--- src/rtl/unified_mem_arbiter.sv ---
// -----------------------------------------------------------------------------
// unified_mem_arbiter
//
// Shares one single-port, fixed-latency memory between the instruction fetch
// port (IF, read-only) and the load/store port (D). Each side presents a
// req/ready handshake; when both request in the same IDLE cycle the port that
// did not win last time is granted (round-robin over two requesters).
//
// Every access runs the same sequence:
//   IDLE  -> accept one request (combinational ready)
//   ISSUE -> mem_en pulses with the registered address / we / wdata
//   WAIT  -> MEM_LAT cycles; mem_rdata is captured in the last one
//   RESP  -> the winning port sees a one-cycle rvalid
// busy is high in every state other than IDLE so the core can stall.
//
// Parameters
//   ADDR_W   address width (byte address passed through unchanged)
//   DATA_W   data width
//   MEM_LAT  cycles from the mem_en cycle to valid mem_rdata, >= 1
//
// Ports
//   clk, reset                 rising-edge clock, async active-low reset
//   if_req/if_addr             fetch request and address
//   if_ready                   fetch grant (accept = if_req & if_ready)
//   if_rvalid/if_rdata         fetch response pulse, data held until next one
//   d_req/d_we/d_addr/d_wdata  load/store request
//   d_ready                    data grant (accept = d_req & d_ready)
//   d_rvalid/d_rdata           load data or store completion; d_rdata only
//                              changes on loads
//   mem_en/mem_we/mem_addr/    memory command; mem_en is the only qualifier,
//   mem_wdata                  the other fields hold their last value
//   mem_rdata                  memory read data, MEM_LAT cycles after mem_en
//   busy                       arbiter is sequencing an access
// -----------------------------------------------------------------------------
module unified_mem_arbiter #(
  parameter int ADDR_W  = 64,
  parameter int DATA_W  = 64,
  parameter int MEM_LAT = 2
) (
  input  logic              clk,
  input  logic              reset,

  // Instruction fetch port
  input  logic              if_req,
  input  logic [ADDR_W-1:0] if_addr,
  output logic              if_ready,
  output logic              if_rvalid,
  output logic [DATA_W-1:0] if_rdata,

  // Load/store port
  input  logic              d_req,
  input  logic              d_we,
  input  logic [ADDR_W-1:0] d_addr,
  input  logic [DATA_W-1:0] d_wdata,
  output logic              d_ready,
  output logic              d_rvalid,
  output logic [DATA_W-1:0] d_rdata,

  // Memory side
  output logic              mem_en,
  output logic              mem_we,
  output logic [ADDR_W-1:0] mem_addr,
  output logic [DATA_W-1:0] mem_wdata,
  input  logic [DATA_W-1:0] mem_rdata,

  output logic              busy
);

  typedef enum logic [1:0] {
    S_IDLE,
    S_ISSUE,
    S_WAIT,
    S_RESP
  } state_t;

  typedef enum logic {
    GNT_IF,
    GNT_D
  } grant_t;

  // The wait counter runs MEM_LAT-1 down to 0, so it only needs to hold
  // MEM_LAT-1; keep at least one bit for MEM_LAT == 1.
  localparam int                CNT_W    = (MEM_LAT > 1) ? $clog2(MEM_LAT) : 1;
  localparam logic [CNT_W-1:0]  CNT_LOAD = CNT_W'(MEM_LAT - 1);

  state_t           state;
  state_t           state_next;
  grant_t           last_grant;
  logic             cur_is_d;     // owner of the access in flight
  logic [CNT_W-1:0] wait_cnt;

  logic             if_acc;
  logic             d_acc;
  logic             wait_done;

  assign if_acc    = if_req & if_ready;
  assign d_acc     = d_req & d_ready;
  assign wait_done = (state == S_WAIT) && (wait_cnt == '0);

  // ---------------------------------------------------------------------------
  // State register
  // ---------------------------------------------------------------------------
  // NOTE: every clocked process uses non-blocking assignments so that all
  // registers sample their inputs from the same pre-edge values.
  always_ff @(posedge clk or negedge reset) begin
    if (!reset) begin
      state <= S_IDLE;
    end else begin
      state <= state_next;
    end
  end

  // ---------------------------------------------------------------------------
  // Next-state logic
  // ---------------------------------------------------------------------------
  // NOTE: state_next is given a default before the case so no path through
  // the block leaves it unassigned, which would otherwise infer a latch.
  always_comb begin
    state_next = state;
    unique case (state)
      S_IDLE:  if (if_acc || d_acc) state_next = S_ISSUE;
      S_ISSUE: state_next = S_WAIT;
      S_WAIT:  if (wait_cnt == '0) state_next = S_RESP;
      S_RESP:  state_next = S_IDLE;
      default: state_next = S_IDLE;
    endcase
  end

  // ---------------------------------------------------------------------------
  // Output logic
  // ---------------------------------------------------------------------------
  always_comb begin
    if_ready  = 1'b0;
    d_ready   = 1'b0;
    mem_en    = 1'b0;
    if_rvalid = 1'b0;
    d_rvalid  = 1'b0;
    busy      = (state != S_IDLE);

    unique case (state)
      S_IDLE: begin
        // A lone requester always wins; on contention the side that was not
        // granted last time goes first.
        if_ready = if_req & (~d_req | (last_grant == GNT_D));
        d_ready  = d_req  & (~if_req | (last_grant == GNT_IF));
      end
      S_ISSUE: mem_en = 1'b1;
      S_RESP: begin
        if_rvalid = ~cur_is_d;
        d_rvalid  = cur_is_d;
      end
      default: ;
    endcase

    // The grants are purely combinational from the requests, so hold them
    // low while reset is asserted to keep every output at 0 during reset.
    if (!reset) begin
      if_ready = 1'b0;
      d_ready  = 1'b0;
    end
  end

  // ---------------------------------------------------------------------------
  // Grant history, command registers and wait counter
  // ---------------------------------------------------------------------------
  always_ff @(posedge clk or negedge reset) begin
    if (!reset) begin
      last_grant <= GNT_IF;
      cur_is_d   <= 1'b0;
      mem_we     <= 1'b0;
      mem_addr   <= '0;
      mem_wdata  <= '0;
      wait_cnt   <= '0;
    end else begin
      if (if_acc || d_acc) begin
        last_grant <= d_acc ? GNT_D : GNT_IF;
        cur_is_d   <= d_acc;
        mem_addr   <= d_acc ? d_addr : if_addr;
        // Fetches are never writes.
        mem_we     <= d_acc & d_we;
        if (d_acc) begin
          mem_wdata <= d_wdata;
        end
      end

      if (state == S_ISSUE) begin
        wait_cnt <= CNT_LOAD;
      end else if ((state == S_WAIT) && (wait_cnt != '0)) begin
        wait_cnt <= wait_cnt - CNT_W'(1);
      end
    end
  end

  // ---------------------------------------------------------------------------
  // Response data: captured in the last WAIT cycle so it is visible together
  // with rvalid in RESP, and held until the same port's next read returns.
  // ---------------------------------------------------------------------------
  always_ff @(posedge clk or negedge reset) begin
    if (!reset) begin
      if_rdata <= '0;
      d_rdata  <= '0;
    end else if (wait_done) begin
      if (!cur_is_d) begin
        if_rdata <= mem_rdata;
      end else if (!mem_we) begin
        d_rdata <= mem_rdata;
      end
    end
  end

endmodule

--- config.mk ---
export PLATFORM = sky130hd
export DESIGN_NAME = unified_mem_arbiter
export DESIGN_NICKNAME = d
export VERILOG_FILES = /design/src/rtl/unified_mem_arbiter.sv
export SDC_FILE = /design/constraint.sdc
export NUM_CORES = 1
export LEC_CHECK = 0
export CORE_AREA = 2 2 205 207
export DETAILED_ROUTE_END_ITERATION = 16
export DIE_AREA = 0 0 207 209
export GPL_ROUTABILITY_DRIVEN = 0
export SYNTH_ARGS = -nofsm -noshare
export SYNTH_HDL_FRONTEND = slang
export SYNTH_SLANG_ARGS = --single-unit
--- constraint.sdc ---
create_clock -name clk -period 4.9 [get_ports clk]
set_clock_uncertainty 0.05 [all_clocks]
set_input_delay 0.735 -clock clk [delete_from_list [all_inputs] [get_ports clk]]
set_output_delay 0.735 -clock clk [all_outputs]
set_load 0.05 [all_outputs]
After elaboration in Yosys (flattened, before gate mapping)
Index checks and enable logic that the tools add are counted.
{"block": "word_totals", "ff_bits": 262, "input_bits": 261, "wordCells": 52}
{"block": "op_classes", "addsub": 1, "eq_ne": 5, "n_mux": 14, "bitwise": 13, "reduce_logical": 10}
{"operator": "two-way mux 64 bit", "n": 1}
{"operator": "two-way mux 1 bit", "n": 10}
{"operator": "case mux 2 bit (4 select lines)", "n": 1}
{"operator": "NOT 1 bit", "n": 6}
{"operator": "AND reduction 2 bit", "n": 3}
{"operator": "bitwise AND 1 bit", "n": 5}
{"operator": "equality test 2 bit, second input constant", "n": 2}
{"operator": "two-way mux 2 bit", "n": 2}
{"operator": "inequality test 2 bit, second input constant", "n": 2}
{"operator": "nonzero test 2 bit", "n": 2}
{"operator": "AND reduction 3 bit", "n": 1}
{"operator": "equality test 2 x 1 -> 1 bit, second input constant", "n": 1}
{"operator": "logical AND 1 bit", "n": 2}
{"operator": "logical NOT 2 bit", "n": 1}
{"operator": "OR 1 bit", "n": 2}
{"operator": "logical OR 1 bit", "n": 1}
{"operator": "subtractor 1 bit, second input constant", "n": 1}

Logic depth before layout (Yosys ltp)
Gate-level depths: netlist of run 1.
{"block": "depth", "ltp_word": 9, "ltp_mapped": 8, "mapped_depth_nobuf": 5}

Worst setup path after synthesis of run 1
No wires, ideal clock.
{"block": "synth_path", "kind": "flip-flop to output port", "start": "reg state[0]", "end": "out if_ready", "arrival_time_ps": 1708, "required_time_ps": 4115, "setup_slack_ps": 2407, "stages_incl_launch_ff": 6, "n_path_buf": 1, "path_cell_list": "dfrtp_1 -> inv_1 -> ha_1 -> clkbuf_1 -> nand3_1 -> a21oi_1"}
{"block": "synth_between", "elab_chain_cells": 3}
{"item": "start, declared", "line_no": "86", "rtl": "state_t state;"}
{"item": "start signal, assigned", "line_no": "109", "rtl": "state <= state_next;"}
{"item": "logical NOT 2 bit", "line_no": "140", "rtl": "unique case (state)"}
{"item": "two-way mux 1 bit", "line_no": "140"}
{"item": "two-way mux 1 bit", "line_no": "157", "rtl": "if (!reset) begin"}
{"item": "end, declared", "line_no": "46", "rtl": "output logic if_ready,"}
No other way between the ends.

Worst setup path in the final report of run 1
Ends and elaborated chain as after synthesis.

==> results by group, run 1 <==
STA
  – Slew HR: 31.2%
  – Slew @ Worst Pin: 1030 ps
  – Worst Slack Setup Final: 1510 ps
  – Setup violators final: 0
  – Period utilisation layout: 69.1%
  – Setup TNS: 0 ps
  – RSZ-0062 raised after global routing: no
  – Min Tclk post-route: 3390 ps
  – Fin. Hold Viols: 0
  – Max Clock Freq: 295 MHz
  – Fin. max-slew vios: 0
  – Hold slack final: 90.8 ps

Clock network
  – # hold bufs at CTS: 0
  – H-tree lvl count: 1
  – Root Buffer: clkbuf_16
  – Clock sink count: 261
  – CTS tree: yes
  – Setup bufs post-CTS: 0
  – Maximum root-to-sink buffer count: 3
  – Worst skew pair latency: 550 ps
  – Clock transition at path regs: 60 ps
  – TritonCTS Buffers: 30
  – CTS-repair resized insts: 0

Global routing
  – Total grt overflow: 0
  – Global-route wire length before repair: 54400 um
  – Initial antenna violation count: 0
  – Vias in the first global route: 9078
  – Largest net degree at the start of global routing: 148
  – GRT Resource Usage Total: 15.9%

Final layout
  – Layout cells sized above 1: 15.5%
  – Synth-to-Final Area Change: 63.8%
  – Final net count: 1573
  – ANT cells: 0
  – Post-Layout Inst Area: 0.0172 mm2
  – FILL cells: 4001

Run
  – Max-cap violations: 0

Critical path
  – Maximum fanout along the worst path: 8
  – FF-to-FF End: mem_addr[27]$_DFFE_PN0P_
  – Setup CP Type: flop to output pin
  – Startpoint Class: flop
  – CP required: 4120 ps
  – Reg2reg setup slack: 2180 ps
  – Worst r2r src: state[0]$_DFFE_PN0P_
  – Cells on worst reg2reg path: 6
  – Setup crit end kind: output pin
  – Arr. time, crit path: 2600 ps

Worst hold path
  – Worst hold path type: input port to async pin

Pwr
  – Leak: 6.99 nW
  – PD cells: 825 mW/mm2
  – VDD IR max: 0.332 mV
  – Final Power: 14.2 mW

Floorplanning
  – Core Box Area: 0.0413 mm2
  – Number of cell rows: 75
  – Die area: 0.0433 mm2
  – Die width: 207 um
  – I/O Pins: 524
  – Initial Util: 25.5%
  – Die H: 209 um

Synthesis
  – Synthesized area: 0.0105 mm2
  – Syn. warnings: 0
  – Cells after synthesis: 801
  – Post-synthesis net count: 1067
  – Mean Syn Cell Area: 13.1 um2
  – Flops & latches, synth: 261
  – Seq/Total Area, Yosys: 62.1%
  – Yosys cell types: 28

Detailed routing
  – ANT nets after route: 0
  – Vias: 8537
  – Drt initial violations: 292
  – Post-route DRC violation count: 0
  – DRT Pass-1 Iters: 4
  – DR WL/cell: 19.3 um
  – Final WL: 36000 um
  – DR vias/cell: 4.57

Placed design
  – Port Buf Inserts: 523
  – Placed Area: 0.0162 mm2
  – DP HPWL: 25500 um
  – Post-Place Worst Slack: 1770 ps

Run status
  – Status: completed
## state kept, by name, summed over array words and instances, names as in the netlist
signal      cells
last_grant      1
wait_cnt        1
mem_addr       64
state           2
mem_we          1
if_rdata       64
mem_wdata      64
d_rdata        64
## cell families after synthesis
| family | count (synthesis) | synth area share [%] |
|---|---|---|
| AOI/OAI and AO/OA | 201 | 10.5 |
| adders and majority gates | 5 | 0.595 |
| buffers and inverters | 66 | 3.06 |
| DFF | 261 | 62.1 |
| muxes | 193 | 20.7 |
| and+or+nand+nor | 75 | 3.02 |
## area by class of cell
type,count,area (um2),share of cell area [%]
Clock buffer,42,877,5.09
Clock inverter,13,97.6,0.567
Inverter,5,18.8,0.109
Multi-Input combinational cell,474,3680,21.4
Sequential cell,261,6530,37.9
Tap cell,539,674,3.92
Timing Repair Buffer,535,5340,31.0
## placed cells by master (no fill, tap or decap), types with 3 or more instances in the layout
master and instances:
clkinvlp_4 3, ha_1 5, mux2_1 60, buf_4 12, a31oi_1 64, clkbuf_16 31
clkdlybuf4s50_1 521, clkbuf_8 6, mux2_2 133, clkinv_2 9, nor2_1 64, inv_1 4
dfrtp_1 261, a21oi_1 66, clkbuf_1 5, o21ai_0 65
## power breakdown
| group | total [mW] | internal, mW | leakage [nW] | switching, mW |
|---|---|---|---|---|
| Clock | 2.20 | 1.29 | 0.481 | 0.902 |
| Combinational | 8.19 | 2.83 | 3.42 | 5.36 |
| Sequential | 3.82 | 3.24 | 3.09 | 0.579 |
| Total | 14.2 | 7.36 | 6.99 | 6.84 |
## synthesized netlist by cell type
cell	n	share of area, %
nor4_4	1	0.20
buf_6	6	0.64
clkbuf_1	34	1.2
nor2_1	65	2.3
nand2_1	2	0.071
a21o_1	1	0.071
a22o_1	1	0.083
a31oi_1	64	3.8
mux2_1	60	6.4
inv_1	4	0.14
buf_2	11	0.52
nor2b_1	1	0.060
ha_1	5	0.60
a32oi_1	1	0.083
o211ai_1	1	0.071
nor3_2	1	0.095
dfrtp_1	261	62
buf_1	6	0.21
a21oi_1	66	3.1
mux2_2	133	14
o21ai_0	65	3.1
buf_4	4	0.29
and3_1	1	0.060
and2_1	2	0.12
inv_2	1	0.036
nand3_1	2	0.095
a211oi_1	1	0.071
o211a_1	1	0.095
## worst max-delay path, stage by stage, from the launching register on
cell and delay (ps):
dfrtp_1 400, inv_1 130, ha_1 420, nand3_1 120, a21oi_1 150, clkdlybuf4s50_1 830
## metrics by stage
| step | std cells | util [%] |
|---|---|---|
| 4_1_cts | 1869 | 41.7 |
| 5_1_grt | 1869 | 41.7 |
| 3_3_place_gp | 1814 | 39.4 |
| 6_report | 1869 | 41.7 |
| 3_5_place_dp | 1814 | 39.4 |
| 2_1_floorplan | 801 | - |
## routing by layer
layer	up-vias	global-route usage, %	part of all wire (%)
met5	-	0	0
met4	0	6.01	3.4
met3	60	4.39	7.9
met2	382	26.5	48
met1	4214	19.7	41
li1	3881	-	-
## how the worst max path moves through the flow
| stage | from | to | slack [ps] | cells past startpoint |
|---|---|---|---|---|
| 3_5_place_dp | if_req | if_ready | 1770 | 4 |
| 4_1_cts | state[0]$_DFFE_PN0P_ | if_ready | 1500 | 5 |
| 2_1_floorplan | state[0]$_DFFE_PN0P_ | if_ready | 2410 | 5 |
| 5_1_grt | state[1]$_DFFE_PN0P_ | if_ready | 1390 | 5 |
| 3_3_place_gp | reset | if_ready | 1730 | 4 |
| 6_report | state[0]$_DFFE_PN0P_ | if_ready | 1510 | 5 |
Power figures use the tool's default switching activity.
==> inputs of run 2 (changes only) <==
==> constraint.sdc (replaced) <==
create_clock -name clk -period 3.1 [get_ports clk]
set_clock_uncertainty 0.05 [all_clocks]
set_input_delay 0.465 -clock clk [delete_from_list [all_inputs] [get_ports clk]]
set_output_delay 0.465 -clock clk [all_outputs]
set_load 0.05 [all_outputs]
==> run 2 against run 1 <==
Net effect: sequential cell count unchanged; power is 58% higher; global-route usage increased by 0.23 points; critical endpoint is now busy; largest cell class unchanged; largest power group unchanged.
==> results by group, run 2 (synthesis gave the netlist of run 1 again) <==
Pwr
  – Logic gate share of total power: 58.0%
  – VDD IR max: 0.513 mV
  – Seq pwr share: 26.9%
  – Leak: 7.06 nW
  – P_int: 11.7 mW
  – PD cells: 1290 mW/mm2
  – Switching share of total power: 48.1%
  – Clock network power share: 15.2%
  – NetSw: 10.8 mW

Global routing
  – Initial antenna violation count: 1
  – Global-route wire length before repair: 55200 um
  – Total grt overflow: 0
  – GRT Resource Usage Total: 16.2%
  – Largest net degree at the start of global routing: 133
  – Vias in the first global route: 9143

Detailed routing
  – Post-route DRC violation count: 0
  – DR WL/cell: 19.5 um
  – DR vias/cell: 4.57
  – Final WL: 36700 um
  – Drt initial violations: 366
  – DRT Pass-1 Iters: 4
  – Vias: 8577
  – ANT nets after route: 0

Placed design
  – Placed Area: 0.0164 mm2
  – Port Buf Inserts: 523
  – DP HPWL: 26200 um
  – Placed cells: 1824
  – Post-Place Worst Slack: 567 ps

Clock network
  – TritonCTS Buffers: 30
  – H-tree lvl count: 1
  – Worst skew pair latency: 560 ps
  – Maximum root-to-sink buffer count: 3
  – Clock transition at path regs: 60 ps
  – CTS tree: yes
  – Root Buffer: clkbuf_16
  – Clock sink count: 261

Critical path
  – Setup CP Type: flop to output pin
  – Maximum fanout along the worst path: 8
  – Arr. time, crit path: 2320 ps
  – Cells on worst reg2reg path: 6
  – Setup crit end kind: output pin
  – Startpoint Class: flop
  – CP required: 2580 ps

Final layout
  – Layout cells sized above 1: 15.6%
  – Most frequent cells in the layout: clkdlybuf4s50_1 (520), dfrtp_1 (261), mux2_2 (133)
  – Multi-input logic area: 0.00368 mm2
  – FILL cells: 3951
  – Post-route insts no fill: 1877
  – Post-Layout Inst Area: 0.0174 mm2
  – Commonest non-fill, non-tap cell in the layout: clkdlybuf4s50_1
  – ANT cells: 0
  – Final net count: 1584
  – Storage cell area: 0.00653 mm2
  – Synth-to-Final Area Change: 65.4%

STA
  – Min Tclk post-route: 2840 ps
  – Slew HR: 44.5%
  – Fin. Hold Viols: 0
  – Worst Slack Setup Final: 264 ps
  – Setup violators final: 0
  – Max Clock Freq: 353 MHz
  – Slew @ Worst Pin: 833 ps
  – RSZ-0062 raised after global routing: no
  – Setup TNS: 0 ps
  – Period utilisation layout: 91.5%
  – Fin. max-slew vios: 0
  – Hold slack final: 317 ps

Floorplanning
  – Die area: 0.0433 mm2
  – Die H: 209 um
  – Number of cell rows: 75
  – Core Box Area: 0.0413 mm2
  – Initial Util: 25.5%
  – I/O Pins: 524
  – Die width: 207 um

Run status
  – Status: completed

Worst hold path
  – Worst hold path type: input port to async pin

Run
  – Max-cap violations: 0
run 2: layout make-up:
cell class	count	area share, %
multi-input cells	474	21.2
clock inverters	2	0.0719
flip-flops and latches	261	37.6
clock buffers	50	5.39
well taps	539	3.88
inverters	5	0.108
repair buffers	546	31.8
run 2: metrics by stage:
step	utilization, %	power, mW
final	42.1	22.5
after global routing	42.1	23.5
after CTS	42.1	22.8
after detailed placement	39.8	19.2
after global placement	39.8	19.1
after floorplan	-	14.3
run 2: worst paths after layout:
check,startpoint,endpoint,slack [ps]
worst min register to register,d_rdata[55]$_DFFE_PN0P_,d_rdata[55]$_DFFE_PN0P_,430
worst min-delay path,reset,if_rdata[7]$_DFFE_PN0P_,320
max in group asynchronous,reset,d_rdata[43]$_DFFE_PN0P_,1500
min in group clk,if_addr[57],mem_addr[57]$_DFFE_PN0P_,410
worst max register to register,state[0]$_DFFE_PN0P_,mem_wdata[34]$_DFFE_PN0P_,790
worst max-delay path,state[0]$_DFFE_PN0P_,busy,260
run 2: power by group through the flow:
stage,Sequential [mW],Clock [mW],Combinational [mW]
after floorplan,11.9,0,2.43
after global placement,6.03,0,13.0
after detailed placement,6.10,0,13.1
after CTS,6.07,3.55,13.2
after global routing,6.27,3.69,13.5
final,6.04,3.42,13.0
run 2: per-layer routing:
layer	GRT usage (%)	up-vias	wire, um
met5	0	-	0
met4	5.42	0	1070
met3	4.60	60	2760
met1	20.1	4253	15300
met2	27.0	357	17500
li1	-	3907	-
run 2: critical path, stage by stage (launching register included):
cell             delay, ps
dfrtp_1                370
inv_1                   90
ha_1                   320
inv_1                  150
clkdlybuf4s50_1        840
run 2: what timing repair did:
action                                  CTS  global route
hold buffers                              1             0
endpoints found under the setup margin    0             0
buffers inserted                          0             0
resized for setup                         0             0
hold endpoints to repair                 21             0
